`src/rtl/ifu_pkg.sv`:
```
// rtl/ifu_pkg.sv - shared fetch-unit types: FSM state encoding, NOP word, default reset pc
package ifu_pkg;

  typedef enum logic [1:0] {
    ST_REQ  = 2'd0,
    ST_WAIT = 2'd1,
    ST_HOLD = 2'd2,
    ST_DROP = 2'd3
  } ifu_state_e;

  localparam logic [31:0] NOP_INST         = 32'h0000_0013;
  localparam logic [31:0] DEFAULT_RESET_PC = 32'h8000_0000;

endpackage

```
`src/rtl/ifu_if.sv`:
```
// rtl/ifu_if.sv - fetch-unit bus bundle: imem request/response, decode handoff, redirect
interface ifu_if;

  logic        imem_req_valid;
  logic        imem_req_ready;
  logic [31:0] imem_req_addr;
  logic        imem_resp_valid;
  logic [31:0] imem_resp_data;
  logic        imem_resp_err;
  logic        inst_valid;
  logic        inst_ready;
  logic [31:0] inst;
  logic [31:0] inst_pc;
  logic        fetch_fault;
  logic        redirect_valid;
  logic [31:0] redirect_pc;

  modport master (
    output imem_req_valid, imem_req_addr,
    input  imem_req_ready,
    input  imem_resp_valid, imem_resp_data, imem_resp_err,
    output inst_valid, inst, inst_pc, fetch_fault,
    input  inst_ready,
    input  redirect_valid, redirect_pc
  );

  modport slave (
    input  imem_req_valid, imem_req_addr,
    output imem_req_ready,
    output imem_resp_valid, imem_resp_data, imem_resp_err,
    input  inst_valid, inst, inst_pc, fetch_fault,
    output inst_ready,
    output redirect_valid, redirect_pc
  );

endinterface

```
`src/rtl/ifu.sv`:
```
// rtl/ifu.sv - single-outstanding instruction fetch unit with redirect handling
// Optional IFU_MISALIGN_CHECK_EN: misaligned redirects fault instead of being aligned down.
module ifu
  import ifu_pkg::*;
#(
  parameter logic [31:0] RESET_PC = DEFAULT_RESET_PC
) (
  input  logic   clk,
  input  logic   rst_n,
  ifu_if.master  bus
);

  ifu_state_e  state_q, state_n;
  logic [31:0] pc_q, pc_n;
  logic [31:0] inst_q, inst_n;
  logic [31:0] inst_pc_q, inst_pc_n;
  logic        fault_q, fault_n;
  logic        handshake;
  logic        misalign;
  logic [31:0] redir_pc;

`ifdef IFU_MISALIGN_CHECK_EN
  assign misalign = (bus.redirect_pc[1:0] != 2'b00);
  assign redir_pc = bus.redirect_pc;
`else
  assign misalign = 1'b0;
  assign redir_pc = bus.redirect_pc & ~32'h3;
`endif

  // Request is gated by rst_n so nothing is issued while reset is held.
  assign bus.imem_req_valid = (state_q == ST_REQ) && rst_n;
  assign bus.imem_req_addr  = pc_q;
  assign bus.inst_valid     = (state_q == ST_HOLD);
  assign bus.inst           = inst_q;
  assign bus.inst_pc        = inst_pc_q;
  assign bus.fetch_fault    = fault_q;

  assign handshake = bus.imem_req_valid && bus.imem_req_ready;

  always_comb begin
    state_n   = state_q;
    pc_n      = pc_q;
    inst_n    = inst_q;
    inst_pc_n = inst_pc_q;
    fault_n   = fault_q;
    if (bus.redirect_valid) begin
      pc_n = redir_pc;
      if (misalign) begin
        state_n   = ST_HOLD;
        inst_n    = NOP_INST;
        inst_pc_n = bus.redirect_pc;
        fault_n   = 1'b1;
      end else begin
        // Any in-flight response belongs to the old path and must be swallowed.
        unique case (state_q)
          ST_REQ:  state_n = handshake ? ST_DROP : ST_REQ;
          ST_WAIT: state_n = bus.imem_resp_valid ? ST_REQ : ST_DROP;
          ST_HOLD: state_n = ST_REQ;
          ST_DROP: state_n = bus.imem_resp_valid ? ST_REQ : ST_DROP;
          default: state_n = ST_REQ;
        endcase
      end
    end else begin
      unique case (state_q)
        ST_REQ: begin
          if (handshake) state_n = ST_WAIT;
        end
        ST_WAIT: begin
          if (bus.imem_resp_valid) begin
            inst_n    = bus.imem_resp_data;
            inst_pc_n = pc_q;
            fault_n   = bus.imem_resp_err;
            state_n   = ST_HOLD;
          end
        end
        ST_HOLD: begin
          if (bus.inst_ready) begin
            pc_n    = pc_q + 32'd4;
            state_n = ST_REQ;
          end
        end
        ST_DROP: begin
          if (bus.imem_resp_valid) state_n = ST_REQ;
        end
        default: state_n = ST_REQ;
      endcase
    end
  end

  always_ff @(posedge clk or negedge rst_n) begin
    if (!rst_n) begin
      state_q   <= ST_REQ;
      pc_q      <= RESET_PC;
      inst_q    <= NOP_INST;
      inst_pc_q <= 32'h0;
      fault_q   <= 1'b0;
    end else begin
      state_q   <= state_n;
      pc_q      <= pc_n;
      inst_q    <= inst_n;
      inst_pc_q <= inst_pc_n;
      fault_q   <= fault_n;
    end
  end

endmodule

```
`src/flat_wrapper.sv`:
```
// flat-port wrapper written by rule: the top's interface ports become plain ports
module ifu_flat import ifu_pkg::*;
#(
  parameter logic [31:0] RESET_PC = DEFAULT_RESET_PC
)
  (clk, rst_n, bus_imem_req_valid, bus_imem_req_addr, bus_imem_req_ready, bus_imem_resp_valid, bus_imem_resp_data, bus_imem_resp_err, bus_inst_valid, bus_inst, bus_inst_pc, bus_fetch_fault, bus_inst_ready, bus_redirect_valid, bus_redirect_pc);
  ifu_if bus_i ();
  input  logic clk;
  input  logic rst_n;
  output wire logic [$bits(bus_i.imem_req_valid)-1:0] bus_imem_req_valid;
  output wire logic [$bits(bus_i.imem_req_addr)-1:0] bus_imem_req_addr;
  input wire logic [$bits(bus_i.imem_req_ready)-1:0] bus_imem_req_ready;
  input wire logic [$bits(bus_i.imem_resp_valid)-1:0] bus_imem_resp_valid;
  input wire logic [$bits(bus_i.imem_resp_data)-1:0] bus_imem_resp_data;
  input wire logic [$bits(bus_i.imem_resp_err)-1:0] bus_imem_resp_err;
  output wire logic [$bits(bus_i.inst_valid)-1:0] bus_inst_valid;
  output wire logic [$bits(bus_i.inst)-1:0] bus_inst;
  output wire logic [$bits(bus_i.inst_pc)-1:0] bus_inst_pc;
  output wire logic [$bits(bus_i.fetch_fault)-1:0] bus_fetch_fault;
  input wire logic [$bits(bus_i.inst_ready)-1:0] bus_inst_ready;
  input wire logic [$bits(bus_i.redirect_valid)-1:0] bus_redirect_valid;
  input wire logic [$bits(bus_i.redirect_pc)-1:0] bus_redirect_pc;
  assign bus_imem_req_valid = bus_i.imem_req_valid;
  assign bus_imem_req_addr = bus_i.imem_req_addr;
  assign bus_i.imem_req_ready = bus_imem_req_ready;
  assign bus_i.imem_resp_valid = bus_imem_resp_valid;
  assign bus_i.imem_resp_data = bus_imem_resp_data;
  assign bus_i.imem_resp_err = bus_imem_resp_err;
  assign bus_inst_valid = bus_i.inst_valid;
  assign bus_inst = bus_i.inst;
  assign bus_inst_pc = bus_i.inst_pc;
  assign bus_fetch_fault = bus_i.fetch_fault;
  assign bus_i.inst_ready = bus_inst_ready;
  assign bus_i.redirect_valid = bus_redirect_valid;
  assign bus_i.redirect_pc = bus_redirect_pc;
  ifu #(.RESET_PC(RESET_PC)) u_core (.clk(clk), .rst_n(rst_n), .bus(bus_i));
endmodule
```
`config.mk`:
```
export PLATFORM = sky130hd
export DESIGN_NAME = ifu_flat
export DESIGN_NICKNAME = d
export VERILOG_FILES = /design/src/rtl/ifu_pkg.sv /design/src/rtl/ifu_if.sv /design/src/rtl/ifu.sv /design/src/flat_wrapper.sv
export SDC_FILE = /design/constraint.sdc
export NUM_CORES = 1
export LEC_CHECK = 0
export CORE_UTILIZATION = 47
export DETAILED_ROUTE_END_ITERATION = 8
export PLACE_DENSITY = 0.86
export SETUP_SLACK_MARGIN = 0.5
export SLEW_MARGIN = 10
export SYNTH_ARGS = -nofsm -noshare
export SYNTH_HDL_FRONTEND = slang
export SYNTH_SLANG_ARGS = --single-unit
```
`constraint.sdc`:
```
create_clock -name clk -period 3.6 [get_ports clk]
set_input_delay 0.54 -clock clk [delete_from_list [all_inputs] [get_ports clk]]
set_output_delay 0.54 -clock clk [all_outputs]
set_load 0.01 [all_outputs]
```
# After elaboration in Yosys (flattened, before gate mapping)
# Cells that the tools add are included.
[classes]
n_lt_le_gt_ge = 0
n_reduce_logical = 9
n_eq_ne = 7
mul = 0
n_shift = 0
div = 0
add_sub_neg = 1
bitwise = 1
mux = 12
[ops]
columns = ["operator", "n"]
rows = [
  ["2-to-1 mux 32 bit", 3],
  ["adder 32 x 3 -> 32 bit, second input constant", 1],
  ["2-to-1 mux 2 bit", 7],
  ["case mux 2 bit (4 select lines)", 1],
  ["!= test 3 bit, second input constant", 2],
  ["case mux 2 bit (3 select lines)", 1],
  ["equality test 2 bit, second input constant", 2],
  ["AND reduction 4 bit", 1],
  ["nonzero test 2 bit", 2],
  ["!= test 3 x 1 -> 1 bit, second input constant", 1],
  ["!= test 3 x 2 -> 1 bit, second input constant", 1],
  ["AND reduction 3 bit", 1],
  ["equality test 2 x 1 -> 1 bit, second input constant", 1],
  ["logical AND 1 bit", 2],
  ["zero test 2 bit", 1],
  ["AND reduction 2 bit", 1],
  ["OR reduction 2 bit", 1],
  ["inverter 1 bit", 1],
]
[totals]
latchBits = 0
regBits = 99
romBits = 0
mem_count = 0
word_cells = 35
output_inout_bits = 99
in_bits = 71
mem_bits_rw = 0

# Logic depth before layout (Yosys ltp)
# Gate-level depths: netlist of run 1.
[depth]
depth_word = 6
mapped_depth = 6
mapped_depth_nobuf = 5

# Worst setup path after synthesis of run 1
# Ideal clock, no wire load.
[synth_path]
path_type = "input to register"
startpoint = "in bus_redirect_valid"
endpoint = "reg u_core.inst_q[13], in the netlist u_core.bus.inst[13]"
setup_slack_ns = 1.766
required_time_ns = 3.475
n_path_buf = 2
path_stages = 4
setup_ns = 0.125
t_arrival_ns = 1.709
cell_sequence = "clkbuf_1 > nor3_2 > buf_2 > mux2_2"
[synth_via]
elab_chain_cells = 2
[synth_lines]
columns = ["item", "line_no", "source"]
rows = [
  ["from (decl)", "flat_wrapper.sv:21", "input wire logic [$bits(bus_i.redirect_valid)-1:0] bus_redirect_valid;"],
  ["inverter 1 bit (no line)", "-", ""],
  ["AND reduction 3 bit (no line)", "-", ""],
  ["to (signal assigned)", "ifu.sv:100", "inst_q <= inst_n;"],
  ["to (decl)", "ifu.sv:15", "logic [31:0] inst_q, inst_n;"],
]
# No other way between the ends.
# A chain may end at the register's enable or synchronous reset.

# Final worst setup path of run 1
[layout_path]
startpoint = "in bus_inst_ready"
endpoint = "reg u_core.pc_q[31], in the netlist u_core.bus.imem_req_addr[31]"
[layout_via]
elab_chain_cells = 2
[layout_lines]
columns = ["item", "line_no", "source"]
rows = [
  ["from (decl)", "flat_wrapper.sv:20", "input wire logic [$bits(bus_i.inst_ready)-1:0] bus_inst_ready;"],
  ["nonzero test 2 bit (no line)", "-", ""],
  ["AND reduction 2 bit (no line)", "-", ""],
  ["to (signal assigned)", "ifu.sv:99", "pc_q <= pc_n;"],
  ["to (decl)", "ifu.sv:14", "logic [31:0] pc_q, pc_n;"],
]
# No other way between the ends.

==> results_dict.tcl, run 1 <==
set metrics [dict create \
    cts_tree "yes" \
    dpl.hpwl_um 7650 \
    pin_count 170 \
    place_congestion 0.822 \
    wl_per_cell_um 16.7 \
    synth.area.top_cells "dfrtp_1, mux2_2, nand2_1, dfstp_2, mux2_1" \
    crit_type "in2reg" \
    grt_overflow_total 0 \
    fp.dieW_um 97.3 \
    synth_ff_type "dfrtp_1" \
    start_kind "primary input" \
    synth_top_area_share_pct 53.3 \
    yosysWarnings 0 \
    yosys.area.top_type "dfrtp_1" \
    placementRows 34 \
    grt_max_degree 62 \
    critPathTopFamily "simple AND/OR/NAND/NOR gates" \
    path_cells "clkdlybuf4s50_1, and4b_1, nand4_1, or4_1, a31oi_1" \
    synth-seq-area-share_pct 55.8 \
    port_buffers 163 \
    critPathMaxStageDelay_ns 0.66 \
    relSlewSlack_pct 39.1 \
    crit_required_ns 3.88 \
    maxSlewViolCount 0 \
    grt_antenna_before_repair 0 \
    drc 0 \
    drt_pass1_iterations 4 \
    clk_pin_slew_worst_paths_ns 0.09 \
    core_um2 8760 \
    dieArea_um2 9470 \
    cts_sinks 95 \
    yosysUniqueCellTypes 42 \
    cts_hold_buf 0 \
    status "complete, no violations" \
    final.setup.worst_slack_ns 1.16 \
    clk_latency_ns 0.36 \
    finalSetupTns_ns 0 \
    power_density_nw_per_um2 616 \
    fin_nets 586 \
    synth-edff-count 0 \
    synthArstFlopShare_pct 100 \
    grt_use_total_pct 22.9 \
    post_route_cells_drive_above_1_share_pct 16.6 \
    maxClockFrequency_mhz 410 \
    arrival_ns 2.71 \
    min_period_ns 2.44 \
    syn_area_um2 4270 \
    initial_core_util_pct 48.7 \
    r2r_start "u_core.state_q[1]$_DFFE_PN0P_" \
    drtIter0Drc 104 \
    hold_violations 0 \
    grt_setup_unrepaired "false" \
    ir_drop_v 0.000342 \
    syn-mean-instance-area_um2 12.1 \
    syn_to_final_growth_pct 44.2 \
    hold_path_class "in2async" \
    die_h_um 97.3 \
    htree_levels 3 \
    cts_buffers 9 \
    setup_viol 0 \
    cpMaxStageDelayCell "or4_1" \
    cp_max_fo 15 \
    grt_pass1_wl_um 17400 \
    p_leak_nw 2.49 \
    root_buffer "clkbuf_8" \
    period_share_pct 67.7 \
    ys_seq_elements 95 \
    place_ws_ns 0.838 \
    grt_pass1_vias 3470 \
    cts.repair.resized 0 \
    vias 3349 \
    vias_per_cell 5.34 \
    antenna_cells 0 \
    routed_wl_um 10400 \
    fin_skew_ns 0.0150 \
    crit_start "bus_inst_ready" \
    postCtsSetupBuffers 0 \
    cap_violations 0 \
    crit_path_end_kind "flip-flop" \
    power_w 0.00380 \
    critical_path_buf_inv_count 1 \
    netlist_instances 354 \
    clock_path_buffers 2 \
    nFillCells 659 \
    ant_nets 0 \
    tightest_slew_ns 0.913 \
]
==> through the flow <==
step           hold slack [ns]  util [%]  std cells  cell area, µm²
2_1_floorplan            0.244         -        357            4280
3_3_place_gp             0.466      68.2        611            5980
3_5_place_dp             0.477      68.2        611            5980
4_1_cts                  0.134      70.3        627            6160
5_1_grt                  0.142      70.3        627            6160
6_report                 0.123      70.3        627            6160
==> cell usage in the layout (no fill, tap or decap), types with 5 or more instances in the layout <==
cell / count
clkdlybuf4s50_1: 162
dfrtp_1: 91
mux2_2: 54
nand2_1: 30
o21ai_0: 16
nor2_1: 15
nand3_1: 13
or4_1: 13
a31oi_1: 13
o31ai_1: 11
clkbuf_8: 10
mux2_1: 9
xnor2_1: 8
and4_1: 6
buf_4: 6
inv_1: 5
==> synth_stat cells (2+ instances only) <==
library cell,number
a31oi_1,13
and2_1,2
and3_1,2
and4_1,6
and4b_1,2
buf_2,9
buf_4,5
clkbuf_1,8
dfrtp_1,91
dfstp_2,4
inv_1,5
mux2_1,9
mux2_2,54
nand2_1,30
nand3_1,13
nand4_1,4
nor2_1,15
nor2b_1,2
nor3_1,4
nor4_1,3
o211ai_1,2
o21ai_0,16
o311ai_0,2
o31ai_1,11
or3_1,2
or4_1,13
or4b_1,2
xnor2_1,8
xor2_1,4
==> state kept, by name, summed over array words and instances (netlist names) <==
name,count
u_core.bus.inst_pc,30
u_core.bus.imem_req_addr,30
u_core.bus.inst,32
u_core.state_q,2
u_core.bus.fetch_fault,1
==> area by class of cell <==
class                   instances  area, µm²  share of cell area [%]
flip-flops and latches         95       2380                    38.7
multi-input cells             235       1770                    28.8
repair buffers                168       1670                    27.1
clock buffers                  10        138                    2.23
well taps                     108        135                    2.19
clock inverters                 6       43.8                   0.711
inverters                       5       18.8                   0.305
==> metal layers <==
metal  up-vias  GRT usage (%)  share of wire (%)
met2       112           37.4                 49
met5         -              0                  0
met1      1618           30.1                 43
met4         0           7.24                1.8
li1       1603              -                  -
met3        16           5.90                6.3
==> worst paths after layout <==
check,endpoint,slack (ns),depth (start not counted)
max in group asynchronous,u_core.bus.imem_req_addr[8]$_DFFE_PN0P_,2.31,2
worst min register to register,u_core.bus.inst[22]$_DFFE_PN0P_,0.49,1
worst max-delay path,u_core.bus.imem_req_addr[31]$_DFFE_PN1P_,1.16,5
min in group clk,u_core.bus.inst[22]$_DFFE_PN0P_,0.49,1
worst min-delay path,u_core.bus.inst[6]$_DFFE_PN0P_,0.12,1
worst max register to register,u_core.bus.imem_req_addr[31]$_DFFE_PN1P_,1.32,4
==> cell families after synthesis <==
group / synth area share, %
AND/OR/NAND/NOR: 14.6
XOR/XNOR: 2.46
adder cells (fa/ha/maj): 0.293
AO/OA/AOI/OAI: 6.83
flip-flops: 55.8
buffers and inverters: 3.08
other: 0.0878
multiplexers: 16.8
==> power breakdown <==
| group | internal (W) | switching (W) |
|---|---|---|
| Clock | 0.000273 | 0.000376 |
| Sequential | 0.00144 | 0.000230 |
| Combinational | 0.000953 | 0.000521 |
| Total | 0.00267 | 0.00113 |
Note: power is estimated with default switching activity, not from simulation.
==> inputs of run 2 (changes only) <==
--- a/config.mk
+++ b/config.mk
@@ -5,9 +5,9 @@
 export SDC_FILE = /design/constraint.sdc
 export NUM_CORES = 1
 export LEC_CHECK = 0
-export CORE_UTILIZATION = 47
+export CORE_UTILIZATION = 39
 export DETAILED_ROUTE_END_ITERATION = 8
-export PLACE_DENSITY = 0.86
+export PLACE_DENSITY = 0.76
 export SETUP_SLACK_MARGIN = 0.5
 export SLEW_MARGIN = 10
 export SYNTH_ARGS = -nofsm -noshare
==> constraint.sdc (replaced) <==
create_clock -name clk -period 2.1 [get_ports clk]
set_input_delay 0.315 -clock clk [delete_from_list [all_inputs] [get_ports clk]]
set_output_delay 0.315 -clock clk [all_outputs]
set_load 0.01 [all_outputs]
==> results_dict.tcl, run 2 (synthesized netlist as in run 1, its figures left out) <==
set metrics [dict create \
    syn_to_final_growth_pct 60.2 \
    hold_violations 0 \
    start_kind "flip-flop" \
    p_leak_nw 3.24 \
    ant_nets 0 \
    clk_latency_ns 0.35 \
    grt_use_total_pct 20.3 \
    fp.dieW_um 107 \
    dpl.hpwl_um 7750 \
    p_comb_share_pct 38.8 \
    drtIter0Drc 125 \
    crit_path_end_kind "flip-flop" \
    place_congestion 0.799 \
    design_area_um2 6840 \
    htree_levels 3 \
    port_buffers 163 \
    vias_per_cell 5.14 \
    root_buffer "clkbuf_8" \
    clkPwrFrac_pct 17.5 \
    fin_skew_ns 0.0123 \
    r2r_setup_slack_ns 0.36 \
    setup_viol 0 \
    routed_wl_um 11900 \
    pin_count 170 \
    power_density_nw_per_um2 950 \
    min_period_ns 1.74 \
    power_w 0.00650 \
    cts_tree "yes" \
    cap_violations 0 \
    status "complete, no violations" \
    clk_pin_slew_worst_paths_ns 0.10 \
    place_area_um2 6130 \
    power.switching_w 0.00196 \
    clock_path_buffers 2 \
    period_share_pct 83.0 \
    grt_pass1_vias 3606 \
    crit_required_ns 2.38 \
    vias 3615 \
    swShare_pct 30.1 \
    post_route_cells_drive_above_1_share_pct 29.6 \
    drc 0 \
    wl_per_cell_um 16.9 \
    maxSlewViolCount 0 \
    grt_pass1_wl_um 18300 \
    power.internal_w 0.00455 \
    final_cell_mix "clkdlybuf4s50_1, dfrtp_1, mux2_2" \
    layout_commonest_cell "clkdlybuf4s50_1" \
    core_um2 10500 \
    rr_endpoint "u_core.bus.imem_req_addr[19]$_DFFE_PN0P_" \
    path_cells "nand3b_4, or4_4, or4_1, nand3_1" \
    crit_type "reg2reg" \
    critPathMaxStageDelay_ns 0.55 \
    relSlewSlack_pct 51.9 \
    cts_buffers 9 \
    cpMaxStageDelayCell "or4_4" \
    arrival_ns 2.03 \
    grt_max_degree 59 \
    cp_max_fo 7 \
    dieArea_um2 11400 \
    die_h_um 107 \
    ir_drop_v 0.000435 \
    fin_nets 634 \
    grt_setup_unrepaired "true" \
    critPathTopFamily "simple AND/OR/NAND/NOR gates" \
    p_seq_share_pct 43.7 \
    r2r_start "u_core.state_q[0]$_DFFE_PN0P_" \
    placementRows 37 \
    drt_pass1_iterations 4 \
    critical_path_buf_inv_count 0 \
    largest_reg_flops 32 \
    maxClockFrequency_mhz 574 \
    initial_core_util_pct 40.8 \
    tightest_slew_ns 0.722 \
    grt_overflow_total 0 \
    cts_sinks 95 \
    hold_path_class "in2async" \
    antenna_cells 0 \
    reg2regPathDepth 4 \
    grt_antenna_before_repair 0 \
]
==> run 2: changes by cell type in the layout (fill, tap and decap cells not counted), sizes merged, moves of 2 or more <==
cell,delta
dlygate4sd2,+38
buf,+44
clkbuf,+5
clkinvlp,+2
clkinv,-3
clkdlybuf4s50,-74
dlymetal6s2s,+35
==> run 2: what timing repair did <==
action	in CTS	in global routing
buffers inserted	29	10
endpoints found under the setup margin	95	121
gates cloned	0	3
pin swaps	13	16
resized for setup	57	55
hold buffers	1	0
hold endpoints to repair	5	0
==> run 2: cell type report <==
cell class,count,area (µm²)
clock buffers,12,155
clock inverters,4,31.3
fillers,859,3620
inverters,5,18.8
multi-input cells,236,1910
flip-flops and latches,95,2400
well taps,136,170
repair buffers,215,2150
==> run 2: routing by layer <==
layer / global-route usage, % / part of all wire [%] / vias up
met1: 26.7 / 43 / 1780
met3: 3.83 / 5.5 / 17
met4: 4.70 / 1.3 / 0
met2: 34.6 / 51 / 108
met5: 0 / 0 / -
li1: - / - / 1710
==> run 2: through the flow <==
stage	setup slack, ns	std cells	setup TNS, ns	utilization (%)	hold WS (ns)
global placement	-0.00803	644	-0.00935	58.6	0.135
finish	0.358	703	0	65.4	0.0312
floorplan	0.325	357	0	-	0.0194
detailed placement	-0.0355	644	-0.0885	58.6	0.138
CTS	0.393	690	0	62.6	0.0291
global route	0.315	703	0	65.4	0.0591
==> run 2: power by group through the flow <==
stage / clock network, W / registers, W / logic (W)
6_report: 0.00114 / 0.00284 / 0.00252
5_1_grt: 0.00125 / 0.00294 / 0.00269
4_1_cts: 0.00118 / 0.00286 / 0.00259
3_5_place_dp: 0 / 0.00292 / 0.00257
3_3_place_gp: 0 / 0.00287 / 0.00252
2_1_floorplan: 0 / 0.00317 / 0.000674
==> run 2: worst max-delay path by stage <==
stage                                                        from                                  endpoint  slack (ns)  cells after the start
after floorplan           u_core.bus.imem_req_addr[3]$_DFFE_PN0P_  u_core.bus.imem_req_addr[30]$_DFFE_PN0P_        0.32                      6
after global placement                             bus_inst_ready  u_core.bus.imem_req_addr[31]$_DFFE_PN1P_      -0.008                      6
after detailed placement                           bus_inst_ready  u_core.bus.imem_req_addr[31]$_DFFE_PN1P_       -0.04                      6
after CTS                           u_core.state_q[0]$_DFFE_PN0P_                        bus_imem_req_valid        0.39                      2
after global routing                u_core.state_q[0]$_DFFE_PN0P_  u_core.bus.imem_req_addr[13]$_DFFE_PN0P_        0.31                      4
final                               u_core.state_q[0]$_DFFE_PN0P_  u_core.bus.imem_req_addr[19]$_DFFE_PN0P_        0.36                      4
==> inputs of run 3 (changes only) <==
==> constraint.sdc (replaced) <==
create_clock -name clk -period 1.5 [get_ports clk]
set_input_delay 0.225 -clock clk [delete_from_list [all_inputs] [get_ports clk]]
set_output_delay 0.225 -clock clk [all_outputs]
set_load 0.01 [all_outputs]
==> results_dict.tcl, run 3 (synthesized netlist as in run 1, its figures left out) <==
set metrics [dict create \
    grt_antenna_before_repair 1 \
    cts_buffers 9 \
    htree_levels 3 \
    largest_reg_flops 32 \
    cts_tree "yes" \
    hold_path_class "in2reg" \
    r2r_setup_slack_ns -0.26 \
    design_area_um2 8200 \
    setup_viol 90 \
    core_um2 10500 \
    hold_violations 0 \
    min_period_ns 1.76 \
    reg2regPathDepth 7 \
    power_w 0.0116 \
    maxSlewViolCount 0 \
    cp_max_fo 9 \
    rr_endpoint "u_core.bus.imem_req_addr[22]$_DFFE_PN0P_" \
    fp.dieW_um 107 \
    pin_count 170 \
    die_h_um 107 \
    r2r_start "u_core.bus.imem_req_addr[7]$_DFFE_PN0P_" \
    p_leak_nw 3.84 \
    period_share_pct 117 \
    min-delay-start "rst_n" \
    placementRows 37 \
    crit_path_end_kind "flip-flop" \
    wl_per_cell_um 19.9 \
    grt_use_total_pct 25.3 \
    dp_cells 699 \
    grt_max_degree 96 \
    final_cell_mix "buf_6, buf_4, dfrtp_1" \
    port_buffers 163 \
    clk_latency_ns 0.38 \
    start_kind "flip-flop" \
    vias 4317 \
    dieArea_um2 11400 \
    ir_drop_v 0.000829 \
    status "finished, violations left" \
    fin_skew_ns 0.0177 \
    stdcell_count 813 \
    place_area_um2 6870 \
    min_path_cells 3 \
    grt_pass1_vias 4221 \
    syn_to_final_growth_pct 92.0 \
    root_buffer "clkbuf_8" \
    drc 0 \
    clock_path_buffers 2 \
    place_congestion 0.817 \
    finalSetupTns_ns -12.21 \
    vias_per_cell 5.31 \
    maxClockFrequency_mhz 570 \
    cap_violations 0 \
    power_density_nw_per_um2 1410 \
    final.setup.worst_slack_ns -0.256 \
    drtIter0Drc 341 \
    initial_core_util_pct 40.8 \
    grt_overflow_total 0 \
    drt_pass1_iterations 6 \
    holdPathEnd "u_core.state_q[0]$_DFFE_PN0P_" \
    layout_commonest_cell "buf_6" \
    clk_pin_slew_worst_paths_ns 0.11 \
    ant_nets 0 \
    crit_type "reg2reg" \
    arrival_ns 2.02 \
    dpl.hpwl_um 9150 \
    timing.hold.ws_ns 0.309 \
    fin_nets 743 \
    cts_sinks 95 \
    grt_pass1_wl_um 22200 \
    crit_required_ns 1.76 \
    violations "negative setup slack" \
    post_route_cells_drive_above_1_share_pct 57.8 \
    routed_wl_um 16100 \
    grt_setup_unrepaired "true" \
]
## run 3: worst max path at each step
stage | start | end | slack (ns) | depth (start not counted)
3_5_place_dp | bus_inst_ready | u_core.bus.imem_req_addr[13]$_DFFE_PN0P_ | -0.46 | 6
6_report | u_core.bus.imem_req_addr[7]$_DFFE_PN0P_ | u_core.bus.imem_req_addr[22]$_DFFE_PN0P_ | -0.26 | 7
4_1_cts | u_core.bus.imem_req_addr[4]$_DFFE_PN0P_ | u_core.bus.imem_req_addr[13]$_DFFE_PN0P_ | -0.17 | 5
2_1_floorplan | u_core.bus.imem_req_addr[2]$_DFFE_PN0P_ | u_core.bus.imem_req_addr[13]$_DFFE_PN0P_ | -0.22 | 4
5_1_grt | u_core.bus.imem_req_addr[7]$_DFFE_PN0P_ | u_core.bus.imem_req_addr[22]$_DFFE_PN0P_ | -0.32 | 7
3_3_place_gp | bus_inst_ready | u_core.bus.imem_req_addr[19]$_DFFE_PN0P_ | -0.43 | 6
## run 3: worst max-delay path: stages (launching register included)
cell	delay, ns
dfrtp_2	0.43
and4_4	0.27
nand4_1	0.13
buf_6	0.16
buf_6	0.11
buf_4	0.13
o31ai_1	0.27
a31oi_2	0.13
## run 3: layer usage
metal  part of all wire, %  track usage, %  up-vias
met4                   3.7            10.2        0
met3                   6.9            6.14       49
met2                    49            43.5      213
met5                     0               0        -
li1                      -               -     1923
met1                    40            30.5     2132
## run 3: through the flow
stage,setup WS (ns),util (%)
CTS,-0.168,73.3
finish,-0.256,78.4
detailed placement,-0.463,65.7
floorplan,-0.218,-
global route,-0.323,78.4
global placement,-0.429,65.7
## run 3: final cells by class
type / count / area [µm²]
clock inverter: 6 / 118
sequential: 95 / 2400
multi-input combinational: 235 / 2260
antenna: 1 / 2.50
timing repair buffer: 325 / 3100
clock buffer: 10 / 128
tap: 136 / 170
fill: 575 / 2260
inverter: 5 / 18.8
## run 3: power breakdown
part,switching [W],internal [W],leakage [nW],total [W]
logic,0.00195,0.00342,2.59,0.00537
clock network,0.00101,0.00113,0.119,0.00214
registers,0.000575,0.00348,1.13,0.00405
## run 3: what timing repair did
action / CTS / global route
hold buffers: 1 / 0
resized for setup: 494 / 52
cloned: 2 / 2
buffers inserted: 57 / 35
pin swaps: 20 / 18
hold endpoints to repair: 91 / 0
endpoints found under the setup margin: 190 / 249
